$ cat config.mk
export PLATFORM = sky130hd
export DESIGN_NAME = sys_debug_host_flat
export DESIGN_NICKNAME = d
export VERILOG_FILES = /design/src/rtl/sys_debug_pkg.sv /design/src/rtl/sys_debug_host_if.sv /design/src/rtl/dbg_pulse_gen.sv /design/src/rtl/sys_debug_host.sv /design/src/flat_wrapper.sv
export SDC_FILE = /design/constraint.sdc
export NUM_CORES = 1
export LEC_CHECK = 0
export CORE_MARGIN = 2
export CORE_UTILIZATION = 56
export DETAILED_ROUTE_END_ITERATION = 8
export DONT_BUFFER_PORTS = 1
export PLACE_DENSITY = 0.71
export SYNTH_ARGS = -nofsm -noshare
export SYNTH_HDL_FRONTEND = slang
export SYNTH_SLANG_ARGS = --single-unit
$ cat constraint.sdc
create_clock -name clk -period 4.3 [get_ports clk]
set_input_delay 0.86 -clock clk [delete_from_list [all_inputs] [get_ports clk]]
set_output_delay 0.86 -clock clk [all_outputs]
set_load 0.1 [all_outputs]
$ cat src/rtl/sys_debug_pkg.sv
// Shared constants, FSM state type and sizing helper for the debug host controller.
package sys_debug_pkg;

  localparam logic [7:0] OP_RST  = 8'h52;
  localparam logic [7:0] OP_LOAD = 8'h4C;
  localparam logic [7:0] OP_SEL  = 8'h53;

  localparam logic [7:0] ACK = 8'h06;
  localparam logic [7:0] NAK = 8'h15;

  typedef enum logic [2:0] {
    IDLE,
    PC,
    SEL,
    RST,
    LOAD
  } state_e;

  // Width of a down-counter able to hold the longer of the two pulse lengths.
  function automatic int unsigned cnt_width(input int unsigned a, input int unsigned b);
    return $clog2(((a > b) ? a : b) + 1);
  endfunction

endpackage

$ cat src/rtl/sys_debug_host_if.sv
// Byte-wide command stream from the host link into the debug controller.
interface sys_debug_host_if;

  logic       cmd_valid;
  logic [7:0] cmd_data;
  logic       cmd_ready;

  modport master (output cmd_valid, output cmd_data, input  cmd_ready);
  modport slave  (input  cmd_valid, input  cmd_data, output cmd_ready);

endinterface

$ cat src/rtl/dbg_pulse_gen.sv
// Loadable down-counter: pulse stays high for len cycles after start; done marks the last one.
module dbg_pulse_gen #(
  parameter int W = 3
) (
  input  logic         clk,
  input  logic         reset,
  input  logic         start,
  input  logic [W-1:0] len,
  output logic         pulse,
  output logic         done
);

  logic [W-1:0] cnt_q, cnt_d;

  always_comb begin
    cnt_d = cnt_q;
    if (start)
      cnt_d = len;
    else if (cnt_q != '0)
      cnt_d = cnt_q - W'(1);
  end

  // NOTE: sequential state uses <= so every register samples pre-edge values together.
  always_ff @(posedge clk) begin
    if (reset) cnt_q <= '0;
    else       cnt_q <= cnt_d;
  end

  assign pulse = (cnt_q != '0);
  assign done  = (cnt_q == W'(1));

endmodule

$ cat src/rtl/sys_debug_host.sv
// Debug host controller: parses 'R'/'L'/'S' commands into reset pulses, PC loads and output-select writes.
// Optional response channel (rsp_valid/rsp_data) enabled by defining SYS_DEBUG_ACK_EN.
module sys_debug_host
  import sys_debug_pkg::*;
#(
  parameter int         RST_CYCLES   = 5,
  parameter int         LOAD_CYCLES  = 2,
  parameter logic [7:0] OUTSEL_RESET = 8'd1
) (
  input  logic                clk,
  input  logic                reset,
  sys_debug_host_if.slave     cmd,
  output logic                sys_reset,
  output logic                sys_load,
  output logic [31:0]         sys_pc_load,
  output logic [7:0]          sys_output_sel,
  output logic                busy,
  output logic                err
`ifdef SYS_DEBUG_ACK_EN
  ,
  output logic                rsp_valid,
  output logic [7:0]          rsp_data
`endif
);

  localparam int CW = cnt_width(RST_CYCLES, LOAD_CYCLES);

  state_e      state_q, state_d;
  logic [1:0]  cnt_q, cnt_d;
  logic [23:0] hold_q, hold_d;   // first three PC bytes; the fourth goes straight to sys_pc_load
  logic [31:0] pc_q, pc_d;
  logic [7:0]  sel_q, sel_d;
  logic        err_q, err_d;
  logic        rst_start, rst_done, load_start, load_done;
  logic        accept;
`ifdef SYS_DEBUG_ACK_EN
  logic        rsp_valid_q, rsp_valid_d;
  logic [7:0]  rsp_data_q, rsp_data_d;
`endif

  assign accept = cmd.cmd_valid && cmd.cmd_ready;

  // NOTE: every variable gets a default first so no path can infer a latch.
  always_comb begin
    state_d    = state_q;
    cnt_d      = cnt_q;
    hold_d     = hold_q;
    pc_d       = pc_q;
    sel_d      = sel_q;
    err_d      = err_q;
    rst_start  = 1'b0;
    load_start = 1'b0;
`ifdef SYS_DEBUG_ACK_EN
    rsp_valid_d = 1'b0;
    rsp_data_d  = rsp_data_q;
`endif
    unique case (state_q)
      IDLE: if (accept) begin
        unique case (cmd.cmd_data)
          OP_RST:  begin state_d = RST; rst_start = 1'b1; end
          OP_LOAD: begin state_d = PC;  cnt_d = 2'd0;     end
          OP_SEL:  state_d = SEL;
          default: begin
            err_d = 1'b1;
`ifdef SYS_DEBUG_ACK_EN
            rsp_valid_d = 1'b1;
            rsp_data_d  = NAK;
`endif
          end
        endcase
      end
      PC: if (accept) begin
        hold_d = {hold_q[15:0], cmd.cmd_data};
        if (cnt_q == 2'd3) begin
          pc_d       = {hold_q, cmd.cmd_data};
          load_start = 1'b1;
          state_d    = LOAD;
        end else begin
          cnt_d = cnt_q + 2'd1;
        end
      end
      SEL: if (accept) begin
        sel_d   = cmd.cmd_data;
        state_d = IDLE;
`ifdef SYS_DEBUG_ACK_EN
        rsp_valid_d = 1'b1;
        rsp_data_d  = ACK;
`endif
      end
      RST, LOAD: if ((state_q == RST) ? rst_done : load_done) begin
        state_d = IDLE;
`ifdef SYS_DEBUG_ACK_EN
        rsp_valid_d = 1'b1;
        rsp_data_d  = ACK;
`endif
      end
      default: state_d = IDLE;
    endcase
  end

  always_ff @(posedge clk) begin
    if (reset) begin
      state_q <= IDLE;
      cnt_q   <= 2'd0;
      hold_q  <= '0;
      pc_q    <= '0;
      sel_q   <= OUTSEL_RESET;
      err_q   <= 1'b0;
    end else begin
      state_q <= state_d;
      cnt_q   <= cnt_d;
      hold_q  <= hold_d;
      pc_q    <= pc_d;
      sel_q   <= sel_d;
      err_q   <= err_d;
    end
  end

`ifdef SYS_DEBUG_ACK_EN
  always_ff @(posedge clk) begin
    if (reset) begin
      rsp_valid_q <= 1'b0;
      rsp_data_q  <= 8'h00;
    end else begin
      rsp_valid_q <= rsp_valid_d;
      rsp_data_q  <= rsp_data_d;
    end
  end

  assign rsp_valid = rsp_valid_q;
  assign rsp_data  = rsp_data_q;
`endif

  dbg_pulse_gen #(.W(CW)) u_rst_pulse (
    .clk   (clk),
    .reset (reset),
    .start (rst_start),
    .len   (CW'(RST_CYCLES)),
    .pulse (sys_reset),
    .done  (rst_done)
  );

  dbg_pulse_gen #(.W(CW)) u_load_pulse (
    .clk   (clk),
    .reset (reset),
    .start (load_start),
    .len   (CW'(LOAD_CYCLES)),
    .pulse (sys_load),
    .done  (load_done)
  );

  assign cmd.cmd_ready   = (state_q == IDLE) || (state_q == PC) || (state_q == SEL);
  assign busy            = (state_q != IDLE);
  assign sys_pc_load     = pc_q;
  assign sys_output_sel  = sel_q;
  assign err             = err_q;

endmodule

$ cat src/flat_wrapper.sv
// flat-port wrapper written by rule: the top's interface ports become plain ports
module sys_debug_host_flat import sys_debug_pkg::*;
#(
  parameter int         RST_CYCLES   = 5,
  parameter int         LOAD_CYCLES  = 2,
  parameter logic [7:0] OUTSEL_RESET = 8'd1
)
  (clk, reset, sys_reset, sys_load, sys_pc_load, sys_output_sel, busy, err, cmd_cmd_valid, cmd_cmd_data, cmd_cmd_ready);
  sys_debug_host_if cmd_i ();
  input  logic clk;
  input  logic reset;
  output logic sys_reset;
  output logic sys_load;
  output logic [31:0] sys_pc_load;
  output logic [7:0] sys_output_sel;
  output logic busy;
  output logic err;
  input wire logic [$bits(cmd_i.cmd_valid)-1:0] cmd_cmd_valid;
  input wire logic [$bits(cmd_i.cmd_data)-1:0] cmd_cmd_data;
  output wire logic [$bits(cmd_i.cmd_ready)-1:0] cmd_cmd_ready;
  assign cmd_i.cmd_valid = cmd_cmd_valid;
  assign cmd_i.cmd_data = cmd_cmd_data;
  assign cmd_cmd_ready = cmd_i.cmd_ready;
  sys_debug_host #(.RST_CYCLES(RST_CYCLES), .LOAD_CYCLES(LOAD_CYCLES), .OUTSEL_RESET(OUTSEL_RESET)) u_core (.clk(clk), .reset(reset), .cmd(cmd_i), .sys_reset(sys_reset), .sys_load(sys_load), .sys_pc_load(sys_pc_load), .sys_output_sel(sys_output_sel), .busy(busy), .err(err));
endmodule
==> reports/results.ini, run 1 <==
[run_status]
status=complete, no violations

[worst_hold_path]
hold_path.class=reg -> reg
min_path_cells=2

[clock_tree]
cts-resized-gates=0
cts_setup_buffers=0
ctsHoldBuffers=0
cts_sinks=76
cts_tree=done
clockBufferDepth=2
clk_latency_ps=350
cts-buffers-inserted=9
clkTransAtPathRegs_ps=70
htreeDepth=3
root_buffer=clkbuf_8

[placed_design]
place_hpwl_um=3960
dp_slack_ps=1810
dp.cells=417
port-buffer-count=0
place_congestion=0.828

[setup_path]
critical_path_required_ps=3440
slowest_stage=nand2b_1
cp.arrival_ps=1820
crit_chain=inv_1, ha_1, nand2b_1
worstSetupEndpointType=primary output
path_class=reg -> out
critPathMaxStageDelay_ps=800
r2r.worst_path.cells=6
critPathMaxFanout=4
start_kind=register

[global_routing]
grt.overflow.total=0
grt_max_degree=79
grt-busiest-layer=met2
met1_usage=0.285
grt_use_met2=0.343
grt_use_total=0.225
grt_pass1_vias=2236
antenna_found_initial=0
grt_pass1_wl_um=10300
grt.met3_usage=0.0659

[sta]
max_slew_margin=0.242
grt_setup_unrepaired=false
worst_slack_ps=1620
post-route-min-period_ps=2680
fmax_mhz=373
final_max_slew_viol_count=0
fin_worst_skew_ps=5.25
tns_ps=0
setup_viol=0
period_share=0.623
worst_slew_pin_slew_ps=1140
hold_viol_final=0

[die]
coreArea_um2=5110
num_io_pins=56
die-area_um2=5890
rows=26
fp.dieW_um=76.7
start_util=0.580
die_h_um=76.7

[final_layout]
post-route-util=0.615
diodes=0
multi_input_area_um2=1290
final_cells=431
drive_gt1_frac=0.0609
n_fill_cell=492
final_nets=374
regArea_um2=1520
area_delta_synth_final_pct=6.00

[detailed_routing]
drt_wl_total_um=6190
first_pass_iters=4
ant_nets=0
drt_iter0_markers=149
vias=2372
wl_per_cell_um=14.4
drc=0
viasPerCell=5.50

[synth]
synth_nets=384
avgSynthCellArea_um2=8.05
yosys_warnings=0
yosysSeqAreaShare=0.514
async_flop_share=0
synth_edf_count=0
ys.flop_type=dfxtp_1
ys_ff_latch=76
yosysUniqueCellTypes=37
syn_inst=368
synth.cell_area_um2=2960

[power]
powerDensity_nw_per_um2=481
ir_worst_vdd_uv=414
cellLeakagePower_nw=1.05
power_mw=1.51

[run]
drv_cap=0

-- synth_stat cells, drive strengths merged (3+ instances only) --
master | count | area share
a31oi | 3 | 0.0063
o21ai | 3 | 0.0051
nor3 | 3 | 0.010
inv | 7 | 0.0089
dfxtp | 76 | 0.51
ha | 5 | 0.021
or4 | 3 | 0.0076
nand2 | 132 | 0.17
nand2b | 3 | 0.0063
nor2 | 9 | 0.011
nand3 | 5 | 0.0084
clkbuf | 13 | 0.016
buf | 11 | 0.026
a21oi | 72 | 0.12
-- registers in the layout, indices dropped and copies added (netlist names) --
signal / flops
u_core.state_q: 3
u_core.u_load_pulse.cnt_q: 3
u_core.sys_pc_load: 32
u_core.cnt_q: 2
u_core.sys_output_sel: 8
u_core.u_rst_pulse.cnt_q: 3
u_core.err: 1
u_core.hold_q: 24
-- worst max-delay path, delay by kind of cell, from the launching register on --
kind          cells  cell delay [ps]
fa+ha+maj         1              210
buf+inv           1               80
flops             1              380
simple gates      1              800
-- power by group --
group	switching (mW)	internal (mW)	total [mW]
Sequential	0.0238	0.725	0.749
Clock	0.238	0.293	0.531
Combinational	0.167	0.0631	0.230
-- final timing paths --
| kind | start | slack [ps] | end |
|---|---|---|---|
| worst max-delay path | u_core.u_rst_pulse.cnt_q[0] | 1620 | sys_reset |
| worst min-delay path | u_core.hold_q[23] | 450 | u_core.sys_pc_load[31] |
| worst max register to register | u_core.state_q[0] | 2050 | u_core.sys_pc_load[28] |
| worst min register to register | u_core.hold_q[23] | 450 | u_core.sys_pc_load[31] |
-- routing by layer --
metal  wire length, µm  share of wire  vias up
met1              2820           0.46     1104
met3               431          0.070       11
met2              2790           0.45       62
met5                 0              0        -
met4               144          0.023        0
li1                  -              -     1195
-- layout by cell type, fill, tap and decap left out, types with 2 or more instances in the layout --
master    synthesis  final
nand3_1           5      5
nand2_1         131    131
mux2i_1           2      2
nand4_1           2      2
a31oi_1           3      3
nor2_1            9      9
clkbuf_8          0     11
or3b_1            2      2
or4_1             3      3
buf_4             2      3
ha_1              5      5
nand2b_1          3      3
dfxtp_1          76     76
inv_1             7      7
o21ai_0           3      3
nor3_2            3      3
nor2b_1           2      2
a21oi_1          72     71
-- cell families after synthesis --
family / share of synthesized area
multiplexers: 0.0106
flip-flops: 0.514
buffers and inverters: 0.0515
adder cells (fa/ha/maj): 0.0211
XOR/XNOR: 0.00591
AND/OR/NAND/NOR: 0.255
AO/OA/AOI/OAI: 0.142
-- metrics by stage --
step | hold WS, ps | area (µm²)
2_1_floorplan | 432 | 2960
3_3_place_gp | 440 | 2950
3_5_place_dp | 443 | 2950
4_1_cts | 453 | 3140
5_1_grt | 469 | 3140
6_report | 453 | 3140
-- final cells by class --
cell class | instances | share of cell area
Clock buffer | 12 | 0.0494
Clock inverter | 2 | 0.0112
Inverter | 7 | 0.00837
Multi-Input combinational cell | 261 | 0.412
Sequential cell | 76 | 0.484
Tap cell | 70 | 0.0279
Timing Repair Buffer | 3 | 0.00717
Power figures use the tool's default switching activity.
==> run 2: changes to the inputs <==
- clock period: 4.3 -> 2.7 ns (I/O delays scaled with it)
==> run 2 against run 1 <==
  * First-iteration DRC count decreased by 16%
  * Routed wire length down 2.3%
  * Setup slack worse by 890 ps
  * Critical endpoint is now busy
  * Largest cell class unchanged
  * Highest routed layer unchanged
==> reports/results.ini, run 2 (synthesis gave the netlist of run 1 again) <==
[run_status]
status=complete, no violations  ; unchanged

[die]
start_util=0.580  ; unchanged
num_io_pins=56  ; unchanged
die_h_um=76.7  ; unchanged
die-area_um2=5890  ; unchanged
rows=26  ; unchanged
fp.dieW_um=76.7  ; unchanged
coreArea_um2=5110  ; unchanged

[sta]
period_share=0.730
fin_hold_ws_ps=260  ; was 453 ps
grt_setup_unrepaired=false  ; unchanged
tns_ps=0  ; unchanged
final_max_slew_viol_count=0  ; unchanged
worst_slack_ps=728  ; was 1620 ps
post-route-min-period_ps=1970
fmax_mhz=507
worst_slew_pin_slew_ps=977  ; was 1140 ps
max_slew_margin=0.348  ; was 0.242
setup_viol=0  ; unchanged
fin_worst_skew_ps=6.90  ; was 5.25 ps
hold_viol_final=0  ; unchanged

[detailed_routing]
wl_per_cell_um=13.4  ; was 14.4 µm
vias=2426  ; was 2372
viasPerCell=5.39  ; was 5.50
drc=0  ; unchanged
ant_nets=0  ; unchanged
first_pass_iters=4  ; unchanged
drt_wl_total_um=6040  ; was 6190 µm
drt_iter0_markers=125  ; was 149

[global_routing]
grt.overflow.total=0  ; unchanged
grt_use_total=0.221  ; was 0.225
grt_pass1_vias=2300  ; was 2236
grt_pass1_wl_um=10400  ; was 10300 µm
antenna_found_initial=0  ; unchanged
grt_max_degree=79  ; unchanged

[setup_path]
critPathMaxFanout=12  ; was 4
cp.arrival_ps=1430  ; was 1820 ps
path_class=reg -> out  ; unchanged
reg2reg_slack_ps=1050  ; was 2050 ps
worstSetupEndpointType=primary output  ; unchanged
critical_path_required_ps=2160  ; was 3440 ps
start_kind=register  ; unchanged

[clock_tree]
cts_sinks=76  ; unchanged
cts_tree=done  ; unchanged
clkTransAtPathRegs_ps=80  ; was 70 ps
cts-resized-gates=0  ; unchanged
ctsHoldBuffers=0  ; unchanged
clk_latency_ps=340  ; was 350 ps
cts_setup_buffers=0  ; unchanged
root_buffer=clkbuf_8  ; unchanged
htreeDepth=3  ; unchanged
cts-buffers-inserted=9  ; unchanged
clockBufferDepth=2  ; unchanged

[placed_design]
place_hpwl_um=4030  ; was 3960 µm
dp_slack_ps=820  ; was 1810 ps
dp.cells=434  ; was 417
post_dp_cell_area_um2=3080  ; was 2950 µm²
place_congestion=0.751  ; was 0.828
port-buffer-count=0  ; unchanged

[final_layout]
most-common-layout-cells=131 x nand2_1, 76 x dfxtp_1, 71 x a21oi_1  ; unchanged
final_cells=450  ; was 431
final_common_cell=nand2_1  ; unchanged
area_delta_synth_final_pct=10.6  ; was 6.00%
n_fill_cell=482  ; was 492
diodes=0  ; unchanged
final_nets=391  ; was 374
postLayoutCellArea_um2=3280  ; was 3140 µm²
drive_gt1_frac=0.111  ; was 0.0609
largest_register_ffs=32  ; unchanged
post-route-util=0.642  ; was 0.615

[power]
cellLeakagePower_nw=1.14  ; was 1.05 nW
power_mw=2.44  ; was 1.51 mW
ir_worst_vdd_uv=497  ; was 414 µV
powerDensity_nw_per_um2=744  ; was 481 nW/µm²

[worst_hold_path]
hold_path.class=in -> reg  ; was reg -> reg

[run]
drv_cap=0  ; unchanged

## run 2: power by group
group	switching, mW	internal, mW	total (mW)
Combinational	0.273	0.126	0.399
Sequential	0.0268	1.15	1.18
Clock	0.427	0.431	0.858
Total	0.726	1.71	2.44
## run 2: metal layers
layer / global-route usage / up-vias / routed length (µm)
met4: 0.109 / 0 / 130
li1: - / 1222 / -
met3: 0.0671 / 11 / 380
met1: 0.283 / 1137 / 2810
met5: 0 / - / 0
met2: 0.339 / 56 / 2720
## run 2: final timing paths
kind                startpoint  cells past startpoint                     end
max          u_core.state_q[0]                      3                    busy
min                      reset                      1       u_core.state_q[2]
max reg2reg  u_core.state_q[1]                      4  u_core.sys_pc_load[27]
min reg2reg  u_core.hold_q[22]                      2  u_core.sys_pc_load[30]
## run 2: critical path: stages, from the launching register on
cell,delay (ps)
dfxtp_1,430
nor3_2,310
inv_1,100
buf_4,240
## run 2: area by class of cell
type	count	area, µm²	area share
inverter	7	26.3	0.00802
sequential	76	1520	0.464
timing repair buffer	20	150	0.0458
clock buffer	9	124	0.0378
tap	70	87.6	0.0267
multi-input combinational	261	1290	0.394
clock inverter	7	76.3	0.0233
